$ cat config.mk
export PLATFORM = sky130hd
export DESIGN_NAME = request_fifo
export DESIGN_NICKNAME = d
export VERILOG_FILES = /design/src/rtl/request_fifo.sv
export SDC_FILE = /design/constraint.sdc
export NUM_CORES = 1
export LEC_CHECK = 0
export BUFFER_PORTS_ARGS = -buffer_cell sky130_fd_sc_hd__buf_2
export CORE_ASPECT_RATIO = 0.7
export CORE_MARGIN = 2
export CORE_UTILIZATION = 56
export CTS_BUF_LIST = sky130_fd_sc_hd__clkbuf_16
export DETAILED_ROUTE_END_ITERATION = 10
export PLACE_DENSITY_LB_ADDON = 0.08
export SYNTH_ARGS = -nofsm -noshare
export SYNTH_HDL_FRONTEND = slang
export SYNTH_SLANG_ARGS = --single-unit
export TNS_END_PERCENT = 50
$ cat constraint.sdc
create_clock -name clk -period 3.1 [get_ports clk]
set_input_delay 0.31 -clock clk [delete_from_list [all_inputs] [get_ports clk]]
set_output_delay 0.31 -clock clk [all_outputs]
set_load 0.03 [all_outputs]
$ cat src/rtl/request_fifo.sv
// Synchronous request FIFO with registered input stage and status flags.
// Define REQ_FIFO_DEDUP_EN to drop writes that match a held entry.
module request_fifo #(
  parameter int WIDTH = 8,
  parameter int DEPTH = 4
) (
  input  logic                     clk,
  input  logic                     reset,
  input  logic                     wr_en,
  input  logic [WIDTH-1:0]         data_in,
  input  logic                     rd_en,
  output logic [WIDTH-1:0]         q,
  output logic                     full,
  output logic                     empty,
  output logic [$clog2(DEPTH):0]   count,
  output logic                     overflow,
  output logic                     dup_hit
);

  localparam int PW = $clog2(DEPTH);
  localparam int CW = PW + 1;

  logic [WIDTH-1:0] mem [DEPTH];
  logic             wr_en_sync;
  logic [WIDTH-1:0] data_in_sync;
  logic [PW-1:0]    wr_ptr;
  logic [PW-1:0]    rd_ptr;
  logic             rd_ok;
  logic             wr_ok;
  logic             ovf_nxt;
  logic             is_dup;
  logic [CW-1:0]    count_nxt;

`ifdef REQ_FIFO_DEDUP_EN
  logic [PW-1:0] off;

  // Entries from rd_ptr onward, up to count, are live (incl. one being read).
  always_comb begin
    is_dup = 1'b0;
    off    = '0;
    for (int i = 0; i < DEPTH; i++) begin
      off = PW'(i) - rd_ptr;
      if (({1'b0, off} < count) && (mem[i] == data_in_sync)) begin
        is_dup = 1'b1;
      end
    end
  end

  always_ff @(posedge clk) begin
    if (reset) begin
      dup_hit <= 1'b0;
    end else begin
      dup_hit <= wr_en_sync && is_dup;
    end
  end
`else
  assign is_dup  = 1'b0;
  assign dup_hit = 1'b0;
`endif

  always_comb begin
    rd_ok   = rd_en && !empty;
    wr_ok   = wr_en_sync && !is_dup && (!full || rd_ok);
    ovf_nxt = wr_en_sync && !is_dup && full && !rd_ok;
    unique case ({wr_ok, rd_ok})
      2'b10:   count_nxt = count + CW'(1);
      2'b01:   count_nxt = count - CW'(1);
      default: count_nxt = count;
    endcase
  end

  always_ff @(posedge clk) begin
    if (reset) begin
      wr_en_sync   <= 1'b0;
      data_in_sync <= '0;
      wr_ptr       <= '0;
      rd_ptr       <= '0;
      count        <= '0;
      q            <= '0;
      empty        <= 1'b1;
      full         <= 1'b0;
      overflow     <= 1'b0;
    end else begin
      wr_en_sync   <= wr_en;
      data_in_sync <= data_in;
      overflow     <= ovf_nxt;
      count        <= count_nxt;
      empty        <= (count_nxt == '0);
      full         <= (count_nxt == CW'(DEPTH));
      if (wr_ok) begin
        wr_ptr <= wr_ptr + PW'(1);
      end
      if (rd_ok) begin
        q      <= mem[rd_ptr];
        rd_ptr <= rd_ptr + PW'(1);
      end
    end
  end

  // Storage is not reset; occupancy is tracked by count alone.
  always_ff @(posedge clk) begin
    if (!reset && wr_ok) begin
      mem[wr_ptr] <= data_in_sync;
    end
  end

endmodule
Word-level counts from Yosys, hierarchy flattened
Memory sizes are Yosys's and may differ from the RTL's. A register that Yosys moved wholly into a read port is not among the register bits.
Index checks and enable logic that the tools add are counted.
{ "word_totals": {"memories": 1, "output_inout_bits": 15, "regBits": 19, "ramBits": 32} }
{ "memory_table": {"columns": ["name", "depth", "width", "rd", "rd_clocked_by_memory_dff", "wr", "line_no", "text"], "rows": [
  ["mem", 4, 8, 1, 1, 1, "23", "logic [WIDTH-1:0] mem [DEPTH];"]
]} }
{ "op_classes": {"n_addsub": 4, "n_eq_ne": 3, "n_reduce_logical": 11, "muxes": 3} }
{ "ops": {"columns": ["operator", "count"], "rows": [
  ["3-bit one-hot mux with 2 select lines", 1],
  ["1-bit logical AND", 5],
  ["2-bit by 1-bit adder with 2-bit output, second input constant", 2],
  ["1-bit logical NOT", 4],
  ["3-bit by 1-bit adder with 3-bit output, second input constant", 1],
  ["3-bit equality test, second input constant", 1],
  ["3-bit logical NOT", 1],
  ["3-bit by 1-bit subtractor with 3-bit output, second input constant", 1],
  ["2-bit by 1-bit equality test with 1-bit output, second input constant", 1],
  ["2-bit equality test, second input constant", 1],
  ["1-bit 2-to-1 mux", 2],
  ["1-bit logical OR", 1]
]} }

Depth between registers and ports, before layout
Gate-level depths: netlist (run 1).
{ "depth": {"word_depth": 7, "mapped_depth": 9} }

Worst setup path after synthesis (run 1)
No wires, ideal clock.
{ "synth_timing": {"path_kind": "flip-flop to flip-flop", "startpoint": "register empty", "endpoint": "register empty", "slack_ns": 0.756, "required_time_ns": 2.978, "path_buffers": 1, "stages_incl_launch_ff": 10, "arrival_ns": 2.222, "path_cell_list": "dfxtp_1 nand2b_4 buf_2 inv_2 ha_1 inv_1 fa_1 xor2_1 or4_4 o311a_1"} }
{ "synth_via": {"elab_chain_cells": 7, "elab_cells_between_ends": 8, "cone_classes": "2 x eq/ne; 1 x mux; 5 x reduce/logical"} }
{ "synth_rtl": {"columns": ["element", "line_no", "text"], "rows": [
  ["start, declared", "14", "output logic empty,"],
  ["start signal, assigned", "88", "empty <= (count_nxt == '0);"],
  ["1-bit logical NOT (*)", "62", "rd_ok = rd_en && !empty;"],
  ["1-bit logical AND (*)", "62", null],
  ["net rd_ok", "28", "logic rd_ok;"],
  ["1-bit logical OR", "63", "wr_ok = wr_en_sync && !is_dup && (!full || rd_ok);"],
  ["1-bit logical AND", "63", null],
  ["2-bit by 1-bit equality test with 1-bit output or 2-bit equality test (tied branches)", "65", "unique case ({wr_ok, rd_ok})"],
  ["3-bit one-hot mux with 2 select lines (*)", "65", null],
  ["3-bit logical NOT (*)", "88", null]
]} }
Mark *: on every way through the listed nets, which the timed path passes. The rest lies on a longest branch.
A chain may end at the register's enable or synchronous reset.

Worst setup path in the final report (run 1)
Ends and elaborated chain as after synthesis.

==> key figures, run 1 <==
Outcome
  – Status: completed

Setup path
  – CP Capture Type: flip-flop
  – Crit-path max FO: 12
  – Worst setup SP type: flip-flop
  – Worst Path Required: 3300 ps
  – Max incr delay on CP: 440 ps
  – Cell Chain, Critical Path: nand2b_4 > inv_2 > ha_1 > inv_1 > fa_1 > xor2_1 > or4_4 > o311a_1
  – Worst Path Buf+Inv: 2
  – Slowest-stage cell, CP: or4_4
  – Critical path class: reg -> reg
  – Crit path from: empty$_SDFF_PP1_
  – Critical path arrival: 2460 ps
  – Crit Reg-Reg Startpoint: empty$_SDFF_PP1_
  – CP top delay family: simple AND/OR/NAND/NOR gates

Flow run
  – Total of max-cap violations: 0

Logic synthesis
  – Adder-cell share of the synthesized area: 3.685%
  – Synth top area share: 42.88%
  – Synth Area in Compound Gates: 3.741%
  – Synth Area in Simple Gates: 11.84%
  – Mux share of post-synthesis cell area: 8.989%
  – Cell Area, Synth: 0.002241 mm2
  – Most numerous cell in the Yosys netlist: edfxtp_1
  – Syn_nets: 176
  – Syn_area_per_cell: 14.18 um2
  – Async SR Flop Fraction: 0%
  – Yosys reg bits: 59
  – EDFF count, synth: 32
  – Top FF cell, synth: edfxtp_1
  – Seq/Total Area, Yosys: 67.00%
  – Largest family of logic cells by synthesized area: simple AND/OR/NAND/NOR gates
  – Yosys cell types: 31
  – Synth Instances: 158
  – Post-synth top area cell: edfxtp_1
  – XOR/XNOR Fraction of Synth Area: 1.563%
  – Yosys warning total: 0
  – Synth top cells by count: 32 x edfxtp_1, 27 x dfxtp_1, 19 x nand2_1, 12 x nor2b_1, 10 x a21oi_1
  – Top cells by area, synth: edfxtp_1 43%, dfxtp_1 24%, mux4_2 8.0%

Clocking
  – Post_cts resized: 0
  – Clk sink count: 59
  – Clock Path Buffers: 2
  – Worst-Skew Late Latency: 320 ps
  – H-tree level count: 3
  – Post-CTS Setup Inserts: 0
  – CTS tree: built
  – CTS Root Cell: clkbuf_16
  – Hold Buf Count CTS: 0
  – Reg clk slew, reported paths: 50 ps
  – TritonCTS buffer count: 9

Power and ir drop
  – Comb power frac: 16.1%
  – Clock Power Share: 39.4%
  – Flop pwr share: 44.5%
  – Pwr/cell area: 800.0 mW/mm2
  – VDD IR max: 0.0005749 V
  – Leakage: 1.007 nW
  – NetSw: 0.5700 mW
  – Internal: 1.551 mW
  – Total power: 2.121 mW
  – Sw Ratio: 26.88%

Hold path
  – Hold path start: data_in[4]
  – Worst Hold Class: in -> reg

STA
  – Min Clock Period, post-route: 2253 ps
  – Worst Max-Slew Pin Slew: 676.0 ps
  – # setup viols final: 0
  – RSZ-0062 raised after global routing: no
  – TNS Setup: 0 ps
  – Worst Skew: 5.375 ps
  – Fin crit share: 72.69%
  – Fmax: 443.8 MHz
  – Slew headroom: 54.87%
  – Hold Fails Final Rpt: 0
  – Fin. max-slew vios: 0

Layout
  – Layout cells sized above 1: 26.56%
  – Nets: 205
  – # diodes: 0
  – Syn-to-layout area delta: 18.31%

Place
  – Detailed Place HPWL: 2604 um
  – Port bufs: 25
  – GP Congestion: 0.7525

Global route
  – Number of global-route vias before repair: 1,253
  – First-pass GRT wire length: 6009 um
  – Total track usage: 19.06%
  – Total grt overflow: 0
  – Largest net degree at the start of global routing: 30
  – Initial antenna violation count: 0

Die
  – Rows: 19
  – Full die area: 0.004532 mm2
  – Initial Util: 57.83%
  – Core region area: 0.003875 mm2
  – I/O Pins: 27
  – Die Height: 56.93 um
  – Horiz. Die Dim: 79.61 um

Routing
  – Antenna Nets Post-Route: 0
  – Wire per inst: 16.00 um
  – Wirelength, routed: 3905 um
  – DRC violation count after routing: 0
  – Detailed Route Iter0 Violations: 66
  – DR vias/cell: 5.266
  – Initial DRT Pass Iterations: 4
  – Vias: 1,285
## state kept, by name (all words and copies together) (netlist names)
| register | cells |
|---|---|
| wr_ptr | 2 |
| mem | 32 |
| empty | 1 |
| data_in_sync | 8 |
| overflow | 1 |
| count | 3 |
| q | 8 |
| full | 1 |
| wr_en_sync | 1 |
| rd_ptr | 2 |
## per-stage QoR
stage | utilization [%] | instances | cell area (um2) | setup slack [ps] | hold WS [ps]
after floorplan | - | 158 | 2241 | 756.5 | 438.2
after global placement | 61.67 | 228 | 2390 | 891.6 | 447.2
after detailed placement | 61.67 | 228 | 2390 | 829.4 | 457.7
after CTS | 68.42 | 244 | 2651 | 856.7 | 195.2
after global routing | 68.42 | 244 | 2651 | 761.3 | 207.1
final | 68.42 | 244 | 2651 | 846.5 | 200.9
## cell families after synthesis
logic type,count (synthesis)
XOR/XNOR,4
AND/OR/NAND/NOR,50
buffers and inverters,14
AO/OA/AOI/OAI,14
adder cells (fa/ha/maj),6
multiplexers,10
other,1
flip-flops,59
## layer usage
layer	vias up	share of wire [%]	track usage (%)
met1	636	43	24.20
met4	0	2.0	9.606
met3	10	5.8	6.752
met2	32	49	29.29
met5	-	0	0
li1	607	-	-
## final timing paths
| check | to | slack, ps | cells past startpoint |
|---|---|---|---|
| setup reg to reg | empty$_SDFF_PP1_ | 850 | 8 |
| hold reg to reg | mem[1][1]$_DFFE_PP_ | 470 | 0 |
| setup / recovery | empty$_SDFF_PP1_ | 850 | 8 |
| hold / removal | data_in_sync[4]$_SDFF_PP0_ | 200 | 2 |
## layout make-up
| class | instances | area [um2] |
|---|---|---|
| sequential | 59 | 1501 |
| fill | 280 | 1224 |
| multi-input combinational | 85 | 671.9 |
| clock buffer | 9 | 225.2 |
| timing repair buffer | 25 | 125.1 |
| tap | 52 | 65.06 |
| clock inverter | 7 | 36.28 |
| inverter | 7 | 26.28 |
## placed cells by master (no fill, tap or decap), drive strengths merged
master	n
edfxtp	32
clkinvlp	2
a21boi	1
nand2b	4
o311a	1
conb	1
nand3b	1
buf	25
and2	4
xnor2	1
xor2	3
clkinv	4
nor2b	12
fa	1
mux2	1
a211oi	1
mux2i	1
a21oi	10
or4	1
nor2	7
inv	8
ha	5
and3b	1
nand2	19
clkbuf	9
mux4	8
o21ai	1
dfxtp	27
nor3b	1
## power groups by stage
| stage | Sequential, mW | Clock, mW | Combinational (mW) |
|---|---|---|---|
| global placement | 0.955 | 0 | 0.331 |
| CTS | 0.947 | 0.843 | 0.342 |
| finish | 0.945 | 0.835 | 0.341 |
| global route | 0.955 | 0.879 | 0.369 |
| floorplan | 0.997 | 0 | 0.218 |
| detailed placement | 0.961 | 0 | 0.339 |
Power figures use the tool's default switching activity.
==> inputs of run 2 (changes only) <==
==> constraint.sdc (replaced) <==
create_clock -name clk -period 2.2 [get_ports clk]
set_input_delay 0.22 -clock clk [delete_from_list [all_inputs] [get_ports clk]]
set_output_delay 0.22 -clock clk [all_outputs]
set_load 0.03 [all_outputs]
==> key figures, run 2 (synthesis gave the netlist of run 1 again) <==
Global route
  – First-pass GRT wire length: 6037 um
  – Initial antenna violation count: 0
  – Total grt overflow: 0
  – Largest net degree at the start of global routing: 29
  – Total track usage: 19.42%
  – Number of global-route vias before repair: 1,308

Setup path
  – Reg-to-Reg End: empty$_SDFF_PP1_
  – Reg2Reg Depth: 9
  – Cell Chain, Critical Path: nand2b_4 > a21boi_4 > inv_2 > ha_4 > inv_1 > fa_2 > xor2_2 > or4_4 > o311a_1
  – Reg2reg setup slack: 70 ps
  – CP Capture Type: flip-flop
  – Crit-path max FO: 6
  – Crit path from: empty$_SDFF_PP1_
  – Crit path capture: empty$_SDFF_PP1_
  – Critical path arrival: 2340 ps
  – Slowest-stage cell, CP: or4_4
  – Worst Path Required: 2400 ps
  – Critical path class: reg -> reg
  – Max incr delay on CP: 530 ps
  – Crit Reg-Reg Startpoint: empty$_SDFF_PP1_
  – Worst setup SP type: flip-flop

Power and ir drop
  – VDD IR max: 0.0007978 V
  – Leakage: 1.058 nW
  – Pwr/cell area: 1147 mW/mm2

Routing
  – Wirelength, routed: 3898 um
  – Antenna Nets Post-Route: 0
  – Wire per inst: 15.53 um
  – Initial DRT Pass Iterations: 4
  – DRC violation count after routing: 0
  – Detailed Route Iter0 Violations: 42
  – Vias: 1,266
  – DR vias/cell: 5.044

STA
  – Worst Max-Slew Pin Slew: 600.1 ps
  – # setup viols final: 0
  – Worst Skew: 5.550 ps
  – Min Clock Period, post-route: 2133 ps
  – TNS Setup: 0 ps
  – Slew headroom: 59.94%
  – Fmax: 468.9 MHz
  – Fin. max-slew vios: 0
  – Fin crit share: 96.94%
  – Hold slack: 110.3 ps
  – Hold Fails Final Rpt: 0

Layout
  – FF/Latch Area: 0.001505 mm2
  – Fin area: 0.002768 mm2
  – Biggest regs: mem (32), data_in_sync (8), q (8)
  – Multi-input gate area in the final layout: 701.9 um2
  – Util after Layout: 71.42%
  – Nets: 212
  – FILL cells: 271
  – Layout cells sized above 1: 31.66%
  – Largest Register: mem
  – Most frequent cells in the layout: 32 x edfxtp_1, 26 x dfxtp_1, 25 x buf_2, 19 x nand2_1, 12 x nor2b_1
  – # diodes: 0
  – Most common cell after layout, fill and taps aside: edfxtp_1
  – Largest register FFs: 32
  – Syn-to-layout area delta: 23.51%

Die
  – Die Height: 56.93 um
  – Full die area: 0.004532 mm2
  – Rows: 19
  – Initial Util: 57.83%
  – I/O Pins: 27
  – Core region area: 0.003875 mm2
  – Horiz. Die Dim: 79.61 um

Clocking
  – CTS tree: built
  – H-tree level count: 3
  – Worst-Skew Late Latency: 320 ps
  – TritonCTS buffer count: 9
  – Clock Path Buffers: 2
  – Reg clk slew, reported paths: 50 ps
  – CTS Root Cell: clkbuf_16
  – Hold Buf Count CTS: 0
  – Clk sink count: 59

Hold path
  – Worst Hold Class: in -> reg

Place
  – Placed cell area: 0.002439 mm2
  – Detailed Place HPWL: 2464 um
  – GP Congestion: 0.8208
  – Port bufs: 25

Outcome
  – Status: completed

Flow run
  – Total of max-cap violations: 0
[run 2: per-layer routing]
layer	vias to the layer above	part of all wire [%]	track usage, %
met3	5	5.4	8.682
li1	618	-	-
met2	31	50	30.97
met1	612	43	22.27
met5	-	0	0
met4	0	1.1	10.10
[run 2: metrics by stage]
| step | worst slack (ps) | total power [mW] | std cells |
|---|---|---|---|
| 2_1_floorplan | 19.62 | 1.730 | 158 |
| 3_3_place_gp | 105.6 | 1.839 | 233 |
| 3_5_place_dp | 52.95 | 1.863 | 233 |
| 4_1_cts | 42.47 | 3.168 | 249 |
| 5_1_grt | -7.463 | 3.302 | 251 |
| 6_report | 67.26 | 3.174 | 251 |
[run 2: worst min path at each step]
| stage | cells after the start | from | to | slack (ps) |
|---|---|---|---|---|
| finish | 2 | data_in[7] | data_in_sync[7]$_SDFF_PP0_ | 110 |
| detailed placement | 2 | data_in[7] | data_in_sync[7]$_SDFF_PP0_ | 430 |
| global placement | 2 | data_in[0] | data_in_sync[0]$_SDFF_PP0_ | 430 |
| CTS | 2 | data_in[7] | data_in_sync[7]$_SDFF_PP0_ | 100 |
| global route | 2 | data_in[7] | data_in_sync[7]$_SDFF_PP0_ | 110 |
| floorplan | 1 | data_in[0] | data_in_sync[0]$_SDFF_PP0_ | 350 |
[run 2: critical path: cells and delay by family, from the launching register on]
family	cells	cell delay [ps]
adder cells (fa/ha/maj)	2	490
buffers and inverters	2	110
AO/OA/AOI/OAI	2	190
XOR/XNOR	1	170
flip-flops	1	340
AND/OR/NAND/NOR	2	710
[run 2: what timing repair did]
action | CTS | global route
resized for setup | 0 | 5
setup endpoints to repair | 0 | 2
buffers inserted | 0 | 2
[run 2: area by class of cell]
cell class	instances	area share (%)
Tap cell	52	2.351
Multi-Input combinational cell	85	25.36
Timing Repair Buffer	32	6.420
Sequential cell	59	54.39
Clock inverter	7	2.215
Clock buffer	9	8.137
Inverter	7	1.130
[run 2: report_power, final]
part,internal (mW),switching [mW]
combinational,0.246,0.300
clock,0.858,0.442
sequential,1.25,0.0806
==> inputs of run 3 (changes only) <==
==> constraint.sdc (replaced) <==
create_clock -name clk -period 2.12 [get_ports clk]
set_input_delay 0.212 -clock clk [delete_from_list [all_inputs] [get_ports clk]]
set_output_delay 0.212 -clock clk [all_outputs]
set_load 0.03 [all_outputs]
==> key figures, run 3 (synthesis gave the netlist of run 1 again) <==
Die
  – Initial Util: 57.83%
  – Rows: 19
  – Full die area: 0.004532 mm2
  – Die Height: 56.93 um
  – Core region area: 0.003875 mm2
  – Horiz. Die Dim: 79.61 um
  – I/O Pins: 27

Outcome
  – Status: completed

Layout
  – Largest register FFs: 32
  – FF/Latch Area: 0.001506 mm2
  – # diodes: 0
  – Multi-input gate area in the final layout: 694.4 um2
  – Largest Register: mem
  – Biggest regs: mem (32), data_in_sync (8), q (8)
  – FILL cells: 253
  – Layout cells sized above 1: 32.32%
  – Nets: 211
  – Most common cell after layout, fill and taps aside: edfxtp_1
  – Syn-to-layout area delta: 24.29%
  – Most frequent cells in the layout: 32 x edfxtp_1, 25 x dfxtp_1, 25 x buf_2, 19 x nand2_1, 12 x nor2b_1
  – Util after Layout: 71.88%

Global route
  – Initial antenna violation count: 0
  – First-pass GRT wire length: 6299 um
  – Total grt overflow: 0
  – Largest net degree at the start of global routing: 29
  – Total track usage: 20.79%
  – Number of global-route vias before repair: 1,297

Setup path
  – Max incr delay on CP: 430 ps
  – CP Capture Type: flip-flop
  – Crit Reg-Reg Startpoint: empty$_SDFF_PP1_
  – Reg2reg setup slack: 70 ps
  – Reg-to-Reg End: empty$_SDFF_PP1_
  – Critical path class: reg -> reg
  – Crit-path max FO: 3
  – Critical path arrival: 2260 ps
  – Worst setup SP type: flip-flop
  – Worst Path Required: 2330 ps
  – CP top delay family: adder cells
  – Worst Path Buf+Inv: 2
  – Slowest-stage cell, CP: fa_2
  – Reg2Reg Depth: 8
  – Cell Chain, Critical Path: nand2b_4 > a21boi_4 > inv_2 > ha_4 > inv_1 > fa_2 > and3b_1 > o311a_1

Clocking
  – Worst-Skew Late Latency: 320 ps
  – Clock Path Buffers: 2
  – CTS tree: built
  – TritonCTS buffer count: 9
  – Reg clk slew, reported paths: 50 ps
  – Clk sink count: 59
  – CTS Root Cell: clkbuf_16
  – H-tree level count: 3

Place
  – GP Congestion: 0.7002
  – Port bufs: 25
  – Pre-CTS setup slack: -10.79 ps
  – Detailed Place HPWL: 2508 um

Routing
  – Wire per inst: 16.57 um
  – Initial DRT Pass Iterations: 4
  – Detailed Route Iter0 Violations: 84
  – Vias: 1,299
  – Antenna Nets Post-Route: 0
  – DRC violation count after routing: 0
  – Wirelength, routed: 4143 um
  – DR vias/cell: 5.196

STA
  – Fin crit share: 96.59%
  – TNS Setup: 0 ps
  – Worst Skew: 5.599 ps
  – Hold Fails Final Rpt: 0
  – Fmax: 488.4 MHz
  – RSZ-0062 raised after global routing: no
  – # setup viols final: 0
  – Min Clock Period, post-route: 2048 ps
  – Fin. max-slew vios: 0
  – Final setup margin: 72.38 ps

Hold path
  – Hold path start: data_in[2]
  – Hold EP: data_in_sync[2]$_SDFF_PP0_
  – Min-Delay Path Depth: 2
  – Worst Hold Class: in -> reg

Power and ir drop
  – Total power: 3.464 mW
  – Leakage: 1.062 nW
  – Pwr/cell area: 1244 mW/mm2
  – VDD IR max: 0.0008310 V

Flow run
  – Total of max-cap violations: 0
==> run 3: final cells by class <==
class | instances | area share [%]
repair buffers | 31 | 6.110
clock inverters | 7 | 3.324
multi-input cells | 85 | 24.93
flip-flops and latches | 59 | 54.09
clock buffers | 9 | 8.086
well taps | 52 | 2.336
inverters | 7 | 1.123
==> run 3: report_power, final <==
group | switching (mW) | internal (mW)
logic | 0.333 | 0.250
registers | 0.0652 | 1.29
clock network | 0.500 | 1.02
total | 0.898 | 2.57
==> run 3: what timing repair did <==
action                                  in CTS  in global routing
buffers inserted                             1                  0
hold buffers                                 0                  0
resized for setup                            1                  2
pin swaps                                    0                  2
endpoints found under the setup margin       2                  2
==> run 3: layer usage <==
layer	global-route usage, %	routed length [um]	up-vias
li1	-	-	622
met1	23.14	1723	652
met2	33.49	2204	18
met3	9.646	136	7
met4	11.08	79	0
met5	0	0	-
==> run 3: through the flow <==
| step | area, um2 | instances | hold WS, ps |
|---|---|---|---|
| detailed placement | 2450 | 233 | 424.5 |
| CTS | 2775 | 250 | 89.76 |
| global route | 2785 | 250 | 94.26 |
| finish | 2785 | 250 | 94.24 |
| global placement | 2450 | 233 | 422.1 |
| floorplan | 2270 | 158 | 340.2 |
==> run 3: worst max-delay path by stage <==
| stage | endpoint | depth (start not counted) | slack, ps | startpoint |
|---|---|---|---|---|
| 6_report | empty$_SDFF_PP1_ | 8 | 70 | empty$_SDFF_PP1_ |
| 5_1_grt | empty$_SDFF_PP1_ | 8 | 10 | empty$_SDFF_PP1_ |
| 4_1_cts | empty$_SDFF_PP1_ | 9 | 9 | empty$_SDFF_PP1_ |
| 3_5_place_dp | empty$_SDFF_PP1_ | 9 | -10 | empty$_SDFF_PP1_ |
| 3_3_place_gp | empty$_SDFF_PP1_ | 9 | 80 | empty$_SDFF_PP1_ |
| 2_1_floorplan | empty$_SDFF_PP1_ | 9 | 2 | empty$_SDFF_PP1_ |
